<file path="src/rtl/spi_byte_rx.sv">
// SPI mode-0 slave receiver: oversamples SCLK/MOSI/CS_N in the clk_i domain and emits one byte per 8 SCLK rises.
// Optional transmit path (spi_tx_data_i / spi_miso_o) is enabled by defining SPI_BYTE_RX_MISO_EN.
module spi_byte_rx #(
    parameter int SYNC_STAGES = 2,
    parameter bit MSB_FIRST   = 1'b1
) (
    input  logic       clk_i,
    input  logic       rst_n_i,
    input  logic       spi_sclk_i,
    input  logic       spi_mosi_i,
    input  logic       spi_cs_n_i,
    output logic       spi_busy_o,
    output logic       spi_byte_vld_o,
    output logic [7:0] spi_byte_data_o
`ifdef SPI_BYTE_RX_MISO_EN
    ,
    input  logic [7:0] spi_tx_data_i,
    output logic       spi_miso_o
`endif
);

    typedef enum logic {IDLE, ACTIVE} state_e;

    logic [SYNC_STAGES-1:0] sclk_sync_q, mosi_sync_q, cs_sync_q;
    logic                   sclk_d_q;
    state_e                 state_q, state_d;
    logic [2:0]             bit_cnt_q, bit_cnt_d;
    logic [7:0]             shift_q, shift_d, shift_in;
    logic [7:0]             data_q, data_d;
    logic                   vld_q, vld_d;
    logic                   sclk_s, mosi_s, cs_s;
    logic                   sclk_rise, sclk_fall, byte_done;

    assign sclk_s    = sclk_sync_q[SYNC_STAGES-1];
    assign mosi_s    = mosi_sync_q[SYNC_STAGES-1];
    assign cs_s      = cs_sync_q[SYNC_STAGES-1];
    assign sclk_rise = sclk_s & ~sclk_d_q;
    assign sclk_fall = ~sclk_s & sclk_d_q;
    assign shift_in  = MSB_FIRST ? {shift_q[6:0], mosi_s} : {mosi_s, shift_q[7:1]};

    // NOTE: sequential state uses non-blocking (<=) so every flop samples pre-edge values.
    always_ff @(posedge clk_i or negedge rst_n_i) begin
        if (!rst_n_i) begin
            sclk_sync_q <= '0;
            mosi_sync_q <= '0;
            cs_sync_q   <= '1;
            sclk_d_q    <= 1'b0;
            state_q     <= IDLE;
            bit_cnt_q   <= 3'd0;
            shift_q     <= 8'h00;
            data_q      <= 8'h00;
            vld_q       <= 1'b0;
        end else begin
            sclk_sync_q <= {sclk_sync_q[SYNC_STAGES-2:0], spi_sclk_i};
            mosi_sync_q <= {mosi_sync_q[SYNC_STAGES-2:0], spi_mosi_i};
            cs_sync_q   <= {cs_sync_q[SYNC_STAGES-2:0], spi_cs_n_i};
            sclk_d_q    <= sclk_s;
            state_q     <= state_d;
            bit_cnt_q   <= bit_cnt_d;
            shift_q     <= shift_d;
            data_q      <= data_d;
            vld_q       <= vld_d;
        end
    end

    // NOTE: every output of this block gets a default first, so no path can infer a latch.
    always_comb begin
        state_d   = state_q;
        bit_cnt_d = bit_cnt_q;
        shift_d   = shift_q;
        data_d    = data_q;
        vld_d     = 1'b0;
        byte_done = 1'b0;
        case (state_q)
            IDLE: begin
                bit_cnt_d = 3'd0;
                shift_d   = 8'h00;
                if (!cs_s) state_d = ACTIVE;
            end
            ACTIVE: begin
                if (sclk_rise) begin
                    shift_d   = shift_in;
                    bit_cnt_d = bit_cnt_q + 3'd1;
                    if (bit_cnt_q == 3'd7) begin
                        data_d    = shift_in;
                        vld_d     = 1'b1;
                        byte_done = 1'b1;
                    end
                end
                // A byte finishing in the same cycle CS rises still completes above.
                if (cs_s) begin
                    state_d   = IDLE;
                    bit_cnt_d = 3'd0;
                    shift_d   = 8'h00;
                end
            end
            default: state_d = IDLE;
        endcase
    end

    assign spi_busy_o      = (state_q == ACTIVE);
    assign spi_byte_vld_o  = vld_q;
    assign spi_byte_data_o = data_q;

`ifdef SPI_BYTE_RX_MISO_EN
    logic [7:0] tx_q, tx_d;

    always_comb begin
        tx_d = tx_q;
        if ((state_q == IDLE && !cs_s) || byte_done) begin
            tx_d = spi_tx_data_i;
        end else if (state_q == ACTIVE && sclk_fall && bit_cnt_q != 3'd0) begin
            // The fall after the 8th rise must not shift out the freshly loaded byte's first bit.
            tx_d = MSB_FIRST ? {tx_q[6:0], 1'b0} : {1'b0, tx_q[7:1]};
        end
    end

    always_ff @(posedge clk_i or negedge rst_n_i) begin
        if (!rst_n_i) tx_q <= 8'h00;
        else          tx_q <= tx_d;
    end

    assign spi_miso_o = (state_q == ACTIVE) ? (MSB_FIRST ? tx_q[7] : tx_q[0]) : 1'b0;
`endif

endmodule
</file>
<file path="config.mk">
export PLATFORM = sky130hd
export DESIGN_NAME = spi_byte_rx
export DESIGN_NICKNAME = d
export VERILOG_FILES = /design/src/rtl/spi_byte_rx.sv
export SDC_FILE = /design/constraint.sdc
export NUM_CORES = 1
export LEC_CHECK = 0
export CORE_MARGIN = 2
export CORE_UTILIZATION = 35
export DETAILED_ROUTE_END_ITERATION = 16
export SYNTH_ARGS = -nofsm -noshare
export SYNTH_HDL_FRONTEND = slang
export SYNTH_SLANG_ARGS = --single-unit
</file>
<file path="constraint.sdc">
create_clock -name clk_i -period 1.4 [get_ports clk_i]
set_input_delay 0.21 -clock clk_i [delete_from_list [all_inputs] [get_ports clk_i]]
set_output_delay 0.21 -clock clk_i [all_outputs]
set_load 0.005 [all_outputs]
</file>
==> results.json <==
{
  "final_net_count": 104,
  "grt.overflow.total": 0,
  "area_growth_pct": 27.3,
  "synth_top_cell_by_area": "dfrtp_1",
  "r2r-end": "spi_byte_data_o[4]$_DFFE_PN0P_",
  "synth.net_count": 81,
  "cts_tree": "yes",
  "worstRegToRegCells": 4,
  "dpl.hpwl_mm": 1.06,
  "layout.cells.most_common": "dfrtp_1",
  "drc": 0,
  "pre_cts_slack_ns": -0.0208,
  "antenna_found_initial": 0,
  "average_routed_wire_per_standard_cell_microns": 12.4,
  "io_buffer_count": 14,
  "power_leakage_uw": 0.000622,
  "crit_path_start_kind": "flop",
  "die_width_microns": 56.9,
  "antenna_cells": 0,
  "detail_route.iter0.violations": 2,
  "worstMarginPinSlew_ns": 0.331,
  "clock_insertion_delay_worst_skew_ns": 0.32,
  "fin_crit_sh_pct": 94.3,
  "critical_path.max_fanout": 5,
  "clock_sink_count": 27,
  "placed_cells": 120,
  "netlist_top_cells_area": "dfrtp_1, mux2_2, nand2_1",
  "pin_count": 15,
  "core-area_sq_mm": 0.00271,
  "crit_type": "reg2reg",
  "status": "completed",
  "vdd_ir_drop_max_uv": 984,
  "yosysSeqAreaShare_pct": 69.1,
  "syn-cell-area_sq_um": 981,
  "rsz_0062_raised_after_global_routing": "false",
  "vias": 599,
  "drt-pass1-iter-count": 2,
  "worst_ep_arrival_time_ns": 1.54,
  "synth.yosys.warnings": 0,
  "track_usage_pct": 12.0,
  "n_fill_cell": 244,
  "finalSetupViolCount": 0,
  "initial_core_util_pct": 36.2,
  "timing.reg2reg.setup_slack_ns": 0.08,
  "final.min_clock_period_ns": 1.32,
  "power.density_cell_area_mw_per_mm2": 958,
  "worst_clock_skew_ns": 0.00226,
  "timing.final.ws_setup_ns": 0.0805,
  "ctsHtreeMaxLevel": 1,
  "worst_slew_margin_rel_pct": 77.9,
  "timing.final.hold_violations": 0,
  "grt_max_degree": 28,
  "cts-root-buf": "clkbuf_4",
  "syn-mean-instance-area_sq_um": 13.3,
  "post_drt_via_cell_ratio": 4.72,
  "gp_routability_congestion": 0.699,
  "leading_cell_types_in_the_layout_fill_and_taps_excluded": "dfrtp_1, nand2_1, a21oi_1, dlygate4sd2_1, mux2_2",
  "cts.reportedPaths.clkPinSlew_ns": 0.14,
  "ctsLongestPathBuffers": 2,
  "detail_route.wirelength_mm": 1.57,
  "cts-buffers-inserted": 3,
  "netlist-cell-type-count": 14,
  "final_instance_count_without_filler_cells": 127,
  "synth.ff_latch_count": 27,
  "max_clock_freq_mhz": 758,
  "grt_first_pass_wirelength_mm": 2.93,
  "crit_path_end": "spi_byte_data_o[4]$_DFFE_PN0P_",
  "die_height_microns": 56.9,
  "drv_slew": 0,
  "hp-class": "in2async",
  "floorplan.rows": 19,
  "final_layout_size_suffix_gt1_share_pct": 25.0,
  "launching_element_of_the_worst_setup_path": "bit_cnt_q[0]$_DFFE_PN0P_",
  "worst-endpoint-required_ns": 1.62,
  "synthDominantCellAreaShare_pct": 63.8,
  "end_kind": "flop",
  "regToRegStartpoint": "bit_cnt_q[0]$_DFFE_PN0P_",
  "synthCells": 74,
  "first_global_vias": 653,
  "die-area_sq_mm": 0.00324,
  "drv_cap": 0,
  "antenna_nets_post_route": 0
}
[timing repair]
action / CTS / global route
hold buffers: 0 / 0
pin swaps: 2 / 0
cloned: 1 / 0
endpoints found under the setup margin: 17 / 9
buffers inserted: 2 / 0
resized for setup: 10 / 4
[cell families after synthesis]
kind of cell,Yosys count,synth area share (%)
DFF,27,69.1
and+or+nand+nor,23,11.6
AOI/OAI and AO/OA,9,4.59
muxes,8,9.18
buffers and inverters,4,2.04
adders and majority gates,2,2.55
xor gates and xnor gates,1,0.893
[area by class of cell]
class                           instances  area (sq um)  area share, %
Sequential cell                        27           678           54.3
Multi-Input combinational cell         44           315           25.3
Timing Repair Buffer                   19           181           14.5
Tap cell                               31          38.8           3.11
Clock buffer                            3          22.5           1.80
Inverter                                2          7.51          0.601
Clock inverter                          1          5.00          0.401
[state kept, by name, indices dropped and copies added (netlist names)]
name / count
cs_sync_q: 2
spi_byte_data_o: 8
sclk_d_q: 1
bit_cnt_q: 3
sclk_sync_q: 2
spi_byte_vld_o: 1
shift_q: 7
spi_busy_o: 1
mosi_sync_q: 2
[per-layer routing]
metal,vias to the layer above,GRT usage [%],part of all wire [%]
met5,-,0,0
met4,0,2.99,0.64
met3,2,4.99,5.5
met2,13,20.0,49
met1,296,14.4,45
li1,288,-,-
[cells in the mapped netlist]
library cell and number:
dfrtp_1 25, nand2_1 19, a21oi_1 9, mux2_2 8, dfstp_2 2, ha_1 2
inv_1 2, buf_2 1, buf_4 1, nand3_4 1, nor2_1 1, nor2b_4 1
or2b_1 1, xnor2_1 1
[worst max-delay path, stage by stage (launching register included)]
cell	delay, ns
dfrtp_1	0.41
ha_2	0.20
ha_4	0.18
nand3_4	0.09
mux2_2	0.34
[how the worst min path moves through the flow]
stage                          endpoint                      from  slack, ns  depth (start not counted)
2_1_floorplan  bit_cnt_q[0]$_DFFE_PN0P_                   rst_n_i      -0.09                          0
3_3_place_gp   sclk_sync_q[1]$_DFF_PN0_  sclk_sync_q[0]$_DFF_PN0_       0.33                          0
3_5_place_dp   mosi_sync_q[1]$_DFF_PN0_  mosi_sync_q[0]$_DFF_PN0_       0.34                          0
4_1_cts            spi_busy_o$_DFF_PN0_                   rst_n_i       0.22                          2
5_1_grt              sclk_d_q$_DFF_PN0_                   rst_n_i       0.22                          2
6_report           spi_busy_o$_DFF_PN0_                   rst_n_i       0.22                          2
[metrics by stage]
step | cell area, sq um | total power (uW) | util, % | TNS (ns) | hold slack (ns)
after global routing | 1250 | 1260 | 46.1 | 0 | 0.215
final | 1250 | 1200 | 46.1 | 0 | 0.221
after CTS | 1230 | 1210 | 45.2 | 0 | 0.216
after floorplan | 981 | 839 | - | 0 | -0.0856
after global placement | 1180 | 881 | 43.6 | 0 | 0.333
after detailed placement | 1180 | 883 | 43.6 | -0.0716 | 0.337
[report_power, final]
part           switching [uW]  internal, uW  leakage, uW  total [uW]
Combinational            38.5          28.7     0.000248        67.2
Sequential               6.34           796     0.000356         802
Clock                     220           107    0.0000177         327
Note: power is estimated with default switching activity, not from simulation.
